**src/rtl/camera_txmod.sv**
```systemverilog
// DVP camera transmitter: emits PCLK/HREF/VSYNC/DQ from a fixed-latency pixel source.
// Each 16-bit pixel goes out as two bytes, upper byte first.
module camera_txmod #(
    parameter int H_ACT     = 640,
    parameter int V_ACT     = 480,
    parameter int H_BLANK   = 144,
    parameter int VS_LINES  = 3,
    parameter int V_BACK    = 17,
    parameter int V_FRONT   = 10,
    parameter int PCLK_HALF = 4,
    parameter int PIX_LAT   = 2
) (
    input  logic        CLOCK,
    input  logic        RESET,
    input  logic        iEn,
    input  logic [15:0] iData,
    output logic        oReq,
    output logic [9:0]  oX,
    output logic [9:0]  oY,
    output logic        oDone,
    output logic        CMOS_PCLK,
    output logic        CMOS_HREF,
    output logic        CMOS_VSYNC,
    output logic [7:0]  CMOS_DQ
);

    localparam int LINE = 2 * H_ACT + H_BLANK;
    localparam int HW   = $clog2(LINE);
    localparam int VM1  = (VS_LINES > V_BACK) ? VS_LINES : V_BACK;
    localparam int VM2  = (V_ACT > V_FRONT) ? V_ACT : V_FRONT;
    localparam int VMAX = (VM1 > VM2) ? VM1 : VM2;
    localparam int VW   = $clog2(VMAX + 1);
    localparam int DW   = $clog2(PCLK_HALF);

    localparam logic [HW-1:0] H_LAST   = HW'(LINE - 1);
    localparam logic [HW-1:0] H_ACT2   = HW'(2 * H_ACT);
    localparam logic [DW-1:0] DIV_LAST = DW'(PCLK_HALF - 1);

    typedef enum logic [2:0] {
        S_IDLE,
        S_VSYNC,
        S_VBACK,
        S_ACTIVE,
        S_VFRONT
    } state_e;

    typedef struct packed {
        state_e         st;
        logic [HW-1:0]  h;
        logic [VW-1:0]  v;
    } pos_t;

    function automatic logic [VW-1:0] last_line(input state_e s);
        logic [VW-1:0] r;
        case (s)
            S_VSYNC:  r = VW'(VS_LINES - 1);
            S_VBACK:  r = VW'(V_BACK - 1);
            S_ACTIVE: r = VW'(V_ACT - 1);
            S_VFRONT: r = VW'(V_FRONT - 1);
            default:  r = '0;
        endcase
        return r;
    endfunction

    function automatic state_e after_state(input state_e s, input logic en);
        state_e r;
        case (s)
            S_VSYNC:  r = (V_BACK > 0) ? S_VBACK : S_ACTIVE;
            S_VBACK:  r = S_ACTIVE;
            S_ACTIVE: r = (V_FRONT > 0) ? S_VFRONT : (en ? S_VSYNC : S_IDLE);
            S_VFRONT: r = en ? S_VSYNC : S_IDLE;
            default:  r = S_IDLE;
        endcase
        return r;
    endfunction

    // One PCLK period step of the raster position.
    function automatic pos_t advance(input pos_t p, input logic en);
        pos_t n;
        n = p;
        if (p.st == S_IDLE) begin
            if (en) begin
                n.st = S_VSYNC;
                n.h  = '0;
                n.v  = '0;
            end
        end else if (p.h != H_LAST) begin
            n.h = p.h + 1'b1;
        end else begin
            n.h = '0;
            if (p.v != last_line(p.st)) begin
                n.v = p.v + 1'b1;
            end else begin
                n.v  = '0;
                n.st = after_state(p.st, en);
            end
        end
        return n;
    endfunction

    state_e        state_q, state_d;
    logic [HW-1:0] hcnt_q, hcnt_d;
    logic [VW-1:0] vcnt_q, vcnt_d;
    logic [DW-1:0] div_q, div_d;
    logic          pclk_q, pclk_d;
    logic          href_q, href_d;
    logic          vsync_q, vsync_d;
    logic [7:0]    dq_q, dq_d;
    logic          done_q, done_d;
    logic [9:0]    x_q, x_d;
    logic [9:0]    y_q, y_d;
    logic [15:0]   pix_q, pix_d;
    logic [PIX_LAT-1:0] lat_q, lat_d;

    logic tick;
    logic fetch;
    logic req_d;
    pos_t cur, p1, p2;

    always_comb begin
        tick   = (div_q == DIV_LAST) && !pclk_q;
        div_d  = (div_q == DIV_LAST) ? '0 : div_q + 1'b1;
        pclk_d = (div_q == DIV_LAST) ? !pclk_q : pclk_q;

        cur.st = state_q;
        cur.h  = hcnt_q;
        cur.v  = vcnt_q;
        p1     = advance(cur, iEn);
        // Look one more period ahead: a fetch leads its high byte by one tp.
        p2     = advance(p1, iEn);
        fetch  = (p2.st == S_ACTIVE) && !p2.h[0] && (p2.h < H_ACT2);

        state_d = state_q;
        hcnt_d  = hcnt_q;
        vcnt_d  = vcnt_q;
        href_d  = href_q;
        vsync_d = vsync_q;
        dq_d    = dq_q;
        done_d  = 1'b0;
        req_d   = 1'b0;
        x_d     = x_q;
        y_d     = y_q;

        if (tick) begin
            state_d = p1.st;
            hcnt_d  = p1.h;
            vcnt_d  = p1.v;
            vsync_d = (p1.st == S_VSYNC);
            href_d  = (p1.st == S_ACTIVE) && (p1.h < H_ACT2);
            if (href_d) begin
                dq_d = p1.h[0] ? pix_q[7:0] : pix_q[15:8];
            end else begin
                dq_d = '0;
            end
            req_d = fetch;
            if (fetch) begin
                x_d = 10'(p2.h >> 1);
                y_d = 10'(p2.v);
            end
            done_d = (state_q == S_VFRONT ||
                      (state_q == S_ACTIVE && V_FRONT == 0)) &&
                     hcnt_q == H_LAST &&
                     vcnt_q == last_line(state_q);
        end

        lat_d = (lat_q << 1) | PIX_LAT'(req_d);
        pix_d = lat_q[PIX_LAT-1] ? iData : pix_q;
    end

    always_ff @(posedge CLOCK or negedge RESET) begin
        if (!RESET) begin
            state_q <= S_IDLE;
            hcnt_q  <= '0;
            vcnt_q  <= '0;
            div_q   <= '0;
            pclk_q  <= 1'b0;
            href_q  <= 1'b0;
            vsync_q <= 1'b0;
            dq_q    <= '0;
            done_q  <= 1'b0;
            x_q     <= '0;
            y_q     <= '0;
            pix_q   <= '0;
            lat_q   <= '0;
        end else begin
            state_q <= state_d;
            hcnt_q  <= hcnt_d;
            vcnt_q  <= vcnt_d;
            div_q   <= div_d;
            pclk_q  <= pclk_d;
            href_q  <= href_d;
            vsync_q <= vsync_d;
            dq_q    <= dq_d;
            done_q  <= done_d;
            x_q     <= x_d;
            y_q     <= y_d;
            pix_q   <= pix_d;
            lat_q   <= lat_d;
        end
    end

    assign oReq       = lat_q[0];
    assign oX         = x_q;
    assign oY         = y_q;
    assign oDone      = done_q;
    assign CMOS_PCLK  = pclk_q;
    assign CMOS_HREF  = href_q;
    assign CMOS_VSYNC = vsync_q;
    assign CMOS_DQ    = dq_q;

endmodule
```
**config.mk**
```make
export PLATFORM = sky130hd
export DESIGN_NAME = camera_txmod
export DESIGN_NICKNAME = d
export VERILOG_FILES = /design/src/rtl/camera_txmod.sv
export SDC_FILE = /design/constraint.sdc
export NUM_CORES = 1
export LEC_CHECK = 0
export ABC_CLOCK_PERIOD_IN_PS = 4180
export CAP_MARGIN = 40
export CORE_MARGIN = 4
export CORE_UTILIZATION = 40
export DETAILED_ROUTE_END_ITERATION = 16
export GPL_TIMING_DRIVEN = 0
export SLEW_MARGIN = 20
export SYNTH_ARGS = -nofsm -noshare
export SYNTH_HDL_FRONTEND = slang
export SYNTH_SLANG_ARGS = --single-unit
export TNS_END_PERCENT = 30
```
**constraint.sdc**
```tcl
create_clock -name CLOCK -period 4.18 [get_ports CLOCK]
set_input_delay 0.418 -clock CLOCK [delete_from_list [all_inputs] [get_ports CLOCK]]
set_output_delay 0.418 -clock CLOCK [all_outputs]
set_load 0.05 [all_outputs]
```
==> results of run 1 <==
==> cells by family after synthesis <==
| family | Yosys count |
|---|---|
| flops | 74 |
| buf+inv | 52 |
| fa+ha+maj | 5 |
| simple gates | 214 |
| other cells | 1 |
| compound gates | 111 |
| xor+xnor | 20 |
| mux | 50 |
==> final cells by class <==
| cell class | count | area, µm² |
|---|---|---|
| Fill cell | 1096 | 5910 |
| Timing Repair Buffer | 60 | 591 |
| Tap cell | 147 | 184 |
| Multi-Input combinational cell | 401 | 2770 |
| Sequential cell | 74 | 1850 |
| Clock buffer | 10 | 229 |
| Clock inverter | 6 | 72.6 |
| Inverter | 13 | 48.8 |
| Buffer | 39 | 307 |
==> through the flow <==
step                cells  hold slack (ns)
floorplan             527            0.122
global placement      723            0.391
detailed placement    725            0.365
CTS                   743          0.00840
global route          750           0.0269
finish                750         -0.00719
==> synth_stat cells, types with 3 or more instances <==
cell,number
nor4_1,6
inv_1,13
o21ai_0,50
mux2_4,15
or4_1,3
buf_6,7
a21oi_1,14
nand2_1,91
buf_4,3
a22oi_1,3
o31a_1,4
buf_2,5
ha_1,5
mux2_2,17
clkbuf_8,6
and2_1,5
clkbuf_1,11
nor3_1,13
nor2_1,27
mux2i_1,18
o31ai_1,5
and4b_1,3
nand3b_1,5
xor2_1,10
buf_1,3
xnor2_1,10
nand3_1,20
dfrtp_1,74
nand2b_1,5
a31oi_1,8
nand4_1,7
and3_1,4
nor4b_1,3
==> sequential cells by signal, indices dropped and copies added, names as in the netlist, 3 cells and up <==
signal,flops
CMOS_DQ,8
hcnt_q,11
state_q,3
oY,9
oX,10
pix_q,16
vcnt_q,9
==> power breakdown <==
part           internal [W]  total [W]  switching (W)
clock network      0.000469   0.000803       0.000333
logic             0.0000175  0.0000375      0.0000200
registers          0.000716   0.000716              0
total               0.00120    0.00156       0.000353
==> worst max-delay path, delay by kind of cell, from the launching register on <==
family / cells / cell delay [ns]
AO/OA/AOI/OAI: 4 / 1.37
AND/OR/NAND/NOR: 4 / 0.71
buffers and inverters: 3 / 0.62
flip-flops: 1 / 0.45
multiplexers: 1 / 0.32
XOR/XNOR: 2 / 0.29
adder cells (fa/ha/maj): 1 / 0.17
==> repair_timing <==
action,CTS,global route
pin swaps,2,7
setup buffers,2,7
gates resized for setup,11,11
gates cloned,0,0
hold endpoints to repair,0,0
hold buffers,0,0
endpoints found under the setup margin,20,19
==> worst min-delay path by stage <==
| stage | start | end | depth (start not counted) |
|---|---|---|---|
| after floorplan | RESET | CMOS_DQ[0] | 0 |
| after global placement | lat_q[0] | lat_q[1] | 0 |
| after detailed placement | RESET | hcnt_q[4] | 1 |
| after CTS | RESET | hcnt_q[4] | 1 |
| after global routing | RESET | hcnt_q[8] | 1 |
| final | RESET | hcnt_q[8] | 1 |
==> per-layer routing <==
layer	vias to the layer above	routed length, µm	track usage (%)
met5	-	0	0
met4	0	257	5.50
met3	18	906	4.64
met2	145	6400	31.6
met1	2062	6200	26.7
li1	2028	-	-
==> impl_metrics.csv, run 1 <==
group,metric,value,unit
status,outcome,"complete, but fails checks",
status,failed_checks,"negative hold slack",
yosys,ys_ff_latch,74,
final_layout,areaGrowthSynthToFinish,23.9,%
clocking,cts_tree,"built",
final_layout,nNetsFinal,622,
final_layout,final_cell_mix,"nand2_1, dfrtp_1, o21ai_0",
clocking,numCtsBuffers,9,
die,die_x,119,µm
sta,finalCritPeriodShare,97.2,%
detailed_routing,wl_per_cell,18.4,µm
yosys,syn_inst,527,
final_layout,n_antenna_cell,0,
global_route,grt_overflow,0,
placed_design,dpl_cell_area,5600,µm²
critical_path,r2r_setup_slack,0.12,ns
die,fp-row-count,40,
critical_path,crit_end,"oX[8]",
critical_path,r2r_cells,15,
yosys,synth_top_family_by_area,"simple AND/OR/NAND/NOR gates",
yosys,ys_types,75,
yosys,syn_nets,551,
sta,rsz0062_at_grt,"yes",
clocking,htreeDepth,3,
critical_path,cp_slowest_cell,"dfrtp_2",
critical_path,r2r_start,"hcnt_q[1]",
global_route,grt_pass1_vias,4131,
yosys,synth_edf_count,0,
sta,hold_viol,4,
die,dieArea,14100,µm²
placed_design,port_buffers,49,
die,core_area,12000,µm²
critical_path,cp_slowest_stage_delay,0.45,ns
sta,slew_headroom,45.5,%
critical_path,worstPathArrival,4.28,ns
final_layout,utilization,50.6,%
global_route,grt_pass1_wl,22.3,mm
yosys,synth_area,4890,µm²
sta,fin_ws,0.115,ns
yosys,synth.mux.area_fraction,12.2,%
placed_design,gp_congestion,0.948,
yosys,synth_top_area_cell,"dfrtp_1",
final_layout,layout-drive-gt1-share,20.7,%
sta,setup_viol,0,
clocking,insertion_delay,0.34,ns
detailed_routing,vias_per_cell,5.67,
yosys,synth_ff_type,"dfrtp_1",
yosys,synthArstFlopShare,100,%
die,ios,52,
final_layout,stdcell_area,6060,µm²
sta,slew_violations,0,
power,power.leakage,2.68,nW
final_layout,layout_commonest_cell,"nand2_1",
flow_run,cap_violations,0,
power,peakVddDrop,0.211,mV
yosys,synthSimpleGateAreaFrac,22.4,%
detailed_routing,firstDrtPassIters,6,
critical_path,cp_max_fo,10,
sta,finClkSkew,0.0124,ns
clocking,clkTransAtPathRegs,0.07,ns
detailed_routing,vias,4253,
clocking,clock-sinks,74,
power,total_power,0.00156,W
critical_path,critPathRequiredTime,4.39,ns
critical_path,startpoint_type,"flip-flop",
sta,worst_pin_slew,0.809,ns
clocking,cts_root_buf,"clkbuf_16",
yosys,synth_compound_area_share,15.4,%
yosys,synth-seq-area-share,37.9,%
die,die_h,119,µm
detailed_routing,drtAntennaViolNets,0,
yosys,yosysWarnings,0,
global_route,grt_start_max_net_pins,51,
detailed_routing,drtIter0Drc,335,
global_route,grt.total_usage,19.7,%
detailed_routing,drc_errors,0,
critical_path,worstReg2RegEnd,"oX[8]",
yosys,synth_adder_area_share,1.28,%
critical_path,path_class,"flip-flop to flip-flop",
clocking,cts_max_path_buffers,2,
yosys,synth.area.top_cells,"dfrtp_1, nand2_1, o21ai_0, mux2_4, mux2_2",
critical_path,setup.worst_path.start,"hcnt_q[1]",
sta,min_period,4.06,ns
yosys,postSynthAreaPerCell,9.27,µm²
critical_path,crit_path_end_kind,"flip-flop",
yosys,synth_top_area_share,37.9,%
worst_hold_path,min_path_type,"input pin to asynchronous set/reset pin",
yosys,synth_xor_xnor_area_share,3.58,%
sta,setup_tns,0,ns
placed_design,dpl.hpwl,10.0,mm
placed_design,post-place-ws,-0.658,ns
power,powerDensity,257,nW/µm²
global_route,antenna_found_initial,0,
die,initial_core_util,40.9,%
critical_path,cp_cell_sequence,"ha_1 > clkbuf_2 > nand3_2 > nor4_4 > buf_4 > nor2_2 > a221o_2 > a31oi_4 > xnor2_1 > nand2_1 > a2111oi_4 > xor2_1 > a211oi_2 > buf_6 > mux2_4",
sta,whs,-0.00719,ns
detailed_routing,drt_wl_total,13.8,mm
sta,fmax,0.246,GHz
No activity file was read; power rests on OpenSTA's default activity.
==> run 2, diff against run 1 <==
--- a/config.mk
+++ b/config.mk
@@ -11,6 +11,7 @@
 export CORE_UTILIZATION = 40
 export DETAILED_ROUTE_END_ITERATION = 16
 export GPL_TIMING_DRIVEN = 0
+export SETUP_SLACK_MARGIN = 0.1
 export SLEW_MARGIN = 20
 export SYNTH_ARGS = -nofsm -noshare
 export SYNTH_HDL_FRONTEND = slang
==> impl_metrics.csv, run 2 (synthesized netlist as in run 1, its figures left out) <==
group,metric,value,unit
critical_path,worstPathArrival,4.18,ns
final_layout,nNetsFinal,635,
detailed_routing,vias_per_cell,5.75,
clocking,clock-sinks,74,
global_route,grt_pass1_wl,22.2,mm
die,fp-row-count,40,
die,dieArea,14100,µm²
sta,rsz0062_at_grt,"no",
placed_design,dpl.hpwl,9.96,mm
clocking,clkTransAtPathRegs,0.06,ns
sta,fin_ws,0.223,ns
final_layout,layout_commonest_cell,"nand2_1",
sta,setup_viol,0,
clocking,cts_max_path_buffers,2,
placed_design,gp_congestion,0.928,
critical_path,cp_slowest_stage_delay,0.44,ns
detailed_routing,firstDrtPassIters,7,
clocking,insertion_delay,0.34,ns
flow_run,cap_violations,0,
clocking,cts_tree,"built",
die,die_x,119,µm
final_layout,utilization,52.2,%
sta,slew_violations,0,
die,die_h,119,µm
power,power.leakage,2.77,nW
global_route,grt_overflow,0,
die,initial_core_util,40.9,%
sta,hold_viol,0,
critical_path,cp_cell_sequence,"ha_1 > clkbuf_2 > nand3_2 > nor4_4 > buf_6 > nor2_2 > a221o_2 > a31oi_4 > xnor2_1 > nand2_1 > a2111oi_4 > xor2_1 > a211oi_2 > buf_4 > buf_12 > mux2_4",
status,outcome,"complete, no violations",
critical_path,cp_slowest_cell,"dfrtp_2",
final_layout,n_antenna_cell,0,
detailed_routing,drtIter0Drc,310,
final_layout,largest-register,"pix_q",
critical_path,critPathRequiredTime,4.40,ns
final_layout,final_cell_mix,"nand2_1, dfrtp_1, o21ai_0, clkdlybuf4s50_1, nor2_1",
detailed_routing,drtAntennaViolNets,0,
sta,worst_pin_slew,0.744,ns
sta,slew_headroom,50.4,%
sta,finalCritPeriodShare,94.7,%
critical_path,path_class,"flip-flop to flip-flop",
global_route,antenna_found_initial,0,
final_layout,instances_no_fill,762,
power,peakVddDrop,0.159,mV
placed_design,port_buffers,49,
detailed_routing,vias,4382,
placed_design,dp_cells,726,
detailed_routing,drc_errors,0,
critical_path,cp_max_fo,10,
global_route,grt_start_max_net_pins,57,
placed_design,post-place-ws,-0.264,ns
sta,fmax,0.253,GHz
global_route,grt_pass1_vias,4205,
die,core_area,12000,µm²
final_layout,areaGrowthSynthToFinish,27.8,%
critical_path,crit_path_end_kind,"flip-flop",
final_layout,layout-drive-gt1-share,23.7,%
clocking,htreeDepth,3,
detailed_routing,drt_wl_total,14.1,mm
sta,min_period,3.96,ns
clocking,numCtsBuffers,9,
worst_hold_path,min_path_type,"flip-flop to flip-flop",
power,total_power,0.00160,W
critical_path,path_buf_inv,4,
critical_path,critPathTopFamily,"compound AO/OA/AOI/OAI gates",
sta,setup_tns,0,ns
clocking,cts_root_buf,"clkbuf_16",
power,powerDensity,257,nW/µm²
sta,finClkSkew,0.00753,ns
detailed_routing,wl_per_cell,18.5,µm
critical_path,startpoint_type,"flip-flop",
die,ios,52,
global_route,grt.total_usage,19.8,%
final_layout,largest_reg_flops,16,
run 2: routing by layer:
layer / up-vias / global-route usage (%) / part of all wire (%) / routed length, µm
met5: - / 0 / 0 / 0
met2: 162 / 30.8 / 46 / 6530
met3: 27 / 3.83 / 5.7 / 799
met1: 2148 / 26.6 / 45 / 6380
met4: 0 / 8.76 / 2.6 / 360
li1: 2045 / - / - / -
run 2: through the flow:
stage          cell area, µm²  hold WS (ns)
6_report                 6240         0.407
5_1_grt                  6240         0.431
4_1_cts                  6020         0.412
3_5_place_dp             5600         0.327
3_3_place_gp             5560         0.391
2_1_floorplan            4890         0.122
run 2: report_power, final:
part	internal (W)	leakage (nW)	switching, W	total, W
sequential	0.000716	0.939	0	0.000716
combinational	0.0000182	1.68	0.0000202	0.0000384
clock	0.000522	0.148	0.000325	0.000847
run 2: path summary, 6_finish.rpt:
check	endpoint	cells after the start	startpoint	slack, ns
setup / recovery	oY[3]	16	hcnt_q[1]	0.22
hold / removal	lat_q[1]	0	lat_q[0]	0.41
setup reg to reg	oY[3]	16	hcnt_q[1]	0.22
hold reg to reg	lat_q[1]	0	lat_q[0]	0.41
max in group asynchronous	lat_q[0]	3	RESET	3.11
min in group asynchronous	hcnt_q[2]	2	RESET	0.51
run 2: worst reg2reg max path, delay by kind of cell, from the launching register on:
family / cells / cell delay (ns)
AO/OA/AOI/OAI: 4 / 1.32
multiplexers: 1 / 0.31
AND/OR/NAND/NOR: 4 / 0.61
flip-flops: 1 / 0.44
buffers and inverters: 4 / 0.69
XOR/XNOR: 2 / 0.30
adder cells (fa/ha/maj): 1 / 0.16
run 2: cell type report:
cell class,count,area [µm²]
Buffer,39,317
Clock buffer,9,225
Clock inverter,6,92.6
Fill cell,1086,5720
Inverter,13,48.8
Multi-Input combinational cell,401,2830
Sequential cell,74,1850
Tap cell,147,184
Timing Repair Buffer,73,694
run 2: repair_timing:
action | in CTS | in global routing
cloned | 0 | 1
buffers inserted | 4 | 15
setup endpoints to repair | 20 | 19
resized for setup | 14 | 28
endpoints found under the hold margin | 18 | 0
hold buffers | 1 | 0
pin swaps | 3 | 15
==> run 3, diff against run 2 <==
--- a/config.mk
+++ b/config.mk
@@ -5,13 +5,15 @@
 export SDC_FILE = /design/constraint.sdc
 export NUM_CORES = 1
 export LEC_CHECK = 0
+export ABC_AREA = 1
 export ABC_CLOCK_PERIOD_IN_PS = 4180
 export CAP_MARGIN = 40
 export CORE_MARGIN = 4
-export CORE_UTILIZATION = 40
+export CORE_UTILIZATION = 42
 export DETAILED_ROUTE_END_ITERATION = 16
 export GPL_TIMING_DRIVEN = 0
 export SETUP_SLACK_MARGIN = 0.1
+export SKIP_CTS_REPAIR_TIMING = 1
 export SLEW_MARGIN = 20
 export SYNTH_ARGS = -nofsm -noshare
 export SYNTH_HDL_FRONTEND = slang
==> impl_metrics.csv, run 3 <==
group,metric,value,unit
status,outcome,"complete, no violations",
placed_design,gp_congestion,0.973,
global_route,grt_pass1_wl,22.7,mm
yosys,postSynthAreaPerCell,7.01,µm²
critical_path,crit_end,"oX[7]",
placed_design,port_buffers,50,
detailed_routing,wl_per_cell,14.8,µm
critical_path,crit_cells,20,
flow_run,cap_violations,0,
critical_path,r2r_setup_slack,0.43,ns
critical_path,crit_path_end_kind,"flip-flop",
placed_design,dpl.hpwl,10.6,mm
sta,setup_viol,0,
yosys,yosysMostFrequentCell,"nand2_1",
die,ios,52,
global_route,grt.total_usage,21.6,%
critical_path,r2r_cells,20,
clocking,htreeDepth,3,
clocking,clkTransAtPathRegs,0.06,ns
yosys,yosysWarnings,0,
sta,rsz0062_at_grt,"no",
yosys,synth_compound_area_share,9.23,%
die,die_h,116,µm
final_layout,final_cell_mix,"nand2_1, dfrtp_1, nand3_1",
die,die_x,116,µm
sta,min_period,3.75,ns
yosys,synth_edf_count,0,
yosys,synthArstFlopShare,100,%
yosys,synth_xor_xnor_area_share,1.25,%
critical_path,cp_slowest_stage_delay,0.47,ns
clocking,clock-sinks,74,
critical_path,startpoint_type,"flip-flop",
yosys,synth_top_family_by_area,"simple AND/OR/NAND/NOR gates",
detailed_routing,drt_wl_total,13.6,mm
detailed_routing,firstDrtPassIters,5,
sta,slew_violations,0,
final_layout,areaGrowthSynthToFinish,21.3,%
detailed_routing,drtAntennaViolNets,0,
sta,finalCritPeriodShare,89.7,%
power,powerDensity,259,nW/µm²
yosys,synth_area,4920,µm²
critical_path,setup.worst_path.start,"hcnt_q[0]",
critical_path,path_buf_inv,3,
critical_path,path_class,"flip-flop to flip-flop",
final_layout,layout-drive-gt1-share,11.4,%
global_route,antenna_found_initial,0,
clocking,cts_tree,"built",
final_layout,instances_no_fill,914,
global_route,grt_pass1_vias,4579,
critical_path,r2r_start,"hcnt_q[0]",
detailed_routing,vias_per_cell,5.17,
final_layout,nNetsFinal,790,
critical_path,worstPathArrival,4.03,ns
yosys,synth_top_area_cell,"dfrtp_1",
final_layout,largest-register,"pix_q",
yosys,ys_types,44,
clocking,numCtsBuffers,9,
power,peakVddDrop,0.220,mV
die,dieArea,13500,µm²
final_layout,n_antenna_cell,0,
final_layout,layout_commonest_cell,"nand2_1",
yosys,synthSimpleGateAreaFrac,39.9,%
critical_path,cp_max_fo,19,
critical_path,worstReg2RegEnd,"oX[7]",
sta,worst_pin_slew,0.782,ns
yosys,ys_ff_latch,74,
sta,hold_viol,0,
critical_path,cp_cell_sequence,"ha_1 > nand2_2 > nor2_4 > nand3_2 > nand2_2 > o21ai_4 > buf_6 > ha_1 > nand2_1 > a21oi_4 > nand4_1 > nor3_2 > nand3_1 > nand3_1 > nand2_1 > a21oi_2 > buf_6 > buf_8 > nand3_1 > nand2_1",
final_layout,largest_reg_flops,16,
yosys,syn_nets,726,
critical_path,critPathRequiredTime,4.46,ns
clocking,cts_root_buf,"clkbuf_16",
clocking,cts_max_path_buffers,2,
sta,finClkSkew,0.0122,ns
yosys,synth-seq-area-share,37.6,%
detailed_routing,drc_errors,0,
die,initial_core_util,42.9,%
yosys,synth_adder_area_share,1.27,%
global_route,grt_start_max_net_pins,52,
sta,fmax,0.267,GHz
worst_hold_path,min_path_type,"flip-flop to flip-flop",
yosys,synth_ff_type,"dfrtp_1",
yosys,synth.area.top_cells,"dfrtp_1, nand2_1, nand3_1, o21ai_0, inv_1",
clocking,insertion_delay,0.35,ns
detailed_routing,vias,4721,
global_route,grt_overflow,0,
yosys,synth_top_area_share,37.6,%
yosys,synth_common_cells,"nand2_1, dfrtp_1, nand3_1",
detailed_routing,drtIter0Drc,276,
critical_path,critPathTopFamily,"simple AND/OR/NAND/NOR gates",
die,core_area,11500,µm²
sta,whs,0.402,ns
power,power.leakage,2.96,nW
die,fp-row-count,39,
sta,slew_headroom,47.8,%
placed_design,dp_cells,896,
yosys,synth.mux.area_fraction,1.83,%
critical_path,cp_slowest_cell,"dfrtp_2",
yosys,syn_inst,702,
[run 3: worst min-delay path by stage]
| stage | startpoint | depth (start not counted) | end |
|---|---|---|---|
| finish | lat_q[0] | 0 | lat_q[1] |
| detailed placement | RESET | 1 | oY[7] |
| floorplan | RESET | 0 | CMOS_DQ[0] |
| global placement | lat_q[0] | 0 | lat_q[1] |
| CTS | RESET | 1 | oY[7] |
| global route | lat_q[0] | 0 | lat_q[1] |
[run 3: cell families after synthesis]
kind of cell	after synthesis
buffers and inverters	99
adders and majority gates	5
xor gates and xnor gates	7
muxes	8
AOI/OAI and AO/OA	81
and+or+nand+nor	427
DFF	74
other	1
[run 3: metal layers]
layer / part of all wire, % / global-route usage [%] / wire (µm) / vias up
met1: 47 / 29.2 / 6350 / 2161
met3: 5.6 / 3.73 / 754 / 26
li1: - / - / - / 2392
met5: 0 / 0 / 0 / -
met2: 45 / 34.1 / 6150 / 142
met4: 2.3 / 9.20 / 317 / 0
[run 3: final cells by class]
class	count	area, µm²
repair buffers	54	551
inverters	76	288
multi-input cells	529	2650
clock buffers	9	225
flip-flops and latches	74	1850
fillers	1125	5500
plain buffers	22	150
clock inverters	7	78.8
well taps	143	179
[run 3: stage by stage]
stage | total power (W) | setup WS, ns | TNS [ns] | cell area, µm² | util [%]
after floorplan | 0.000733 | 0.560 | 0 | 4920 | -
after global placement | 0.000765 | -0.620 | -11.95 | 5600 | 48.8
after detailed placement | 0.000768 | -0.654 | -12.50 | 5630 | 49.1
after CTS | 0.00157 | -0.663 | -12.54 | 5930 | 51.7
after global routing | 0.00160 | 0.132 | 0 | 5970 | 52.1
final | 0.00155 | 0.429 | 0 | 5970 | 52.1
[run 3: where the power goes]
group	internal (W)	switching, W
Clock	0.000466	0.000327
Combinational	0.0000184	0.0000194
Sequential	0.000716	0
Total	0.00120	0.000346
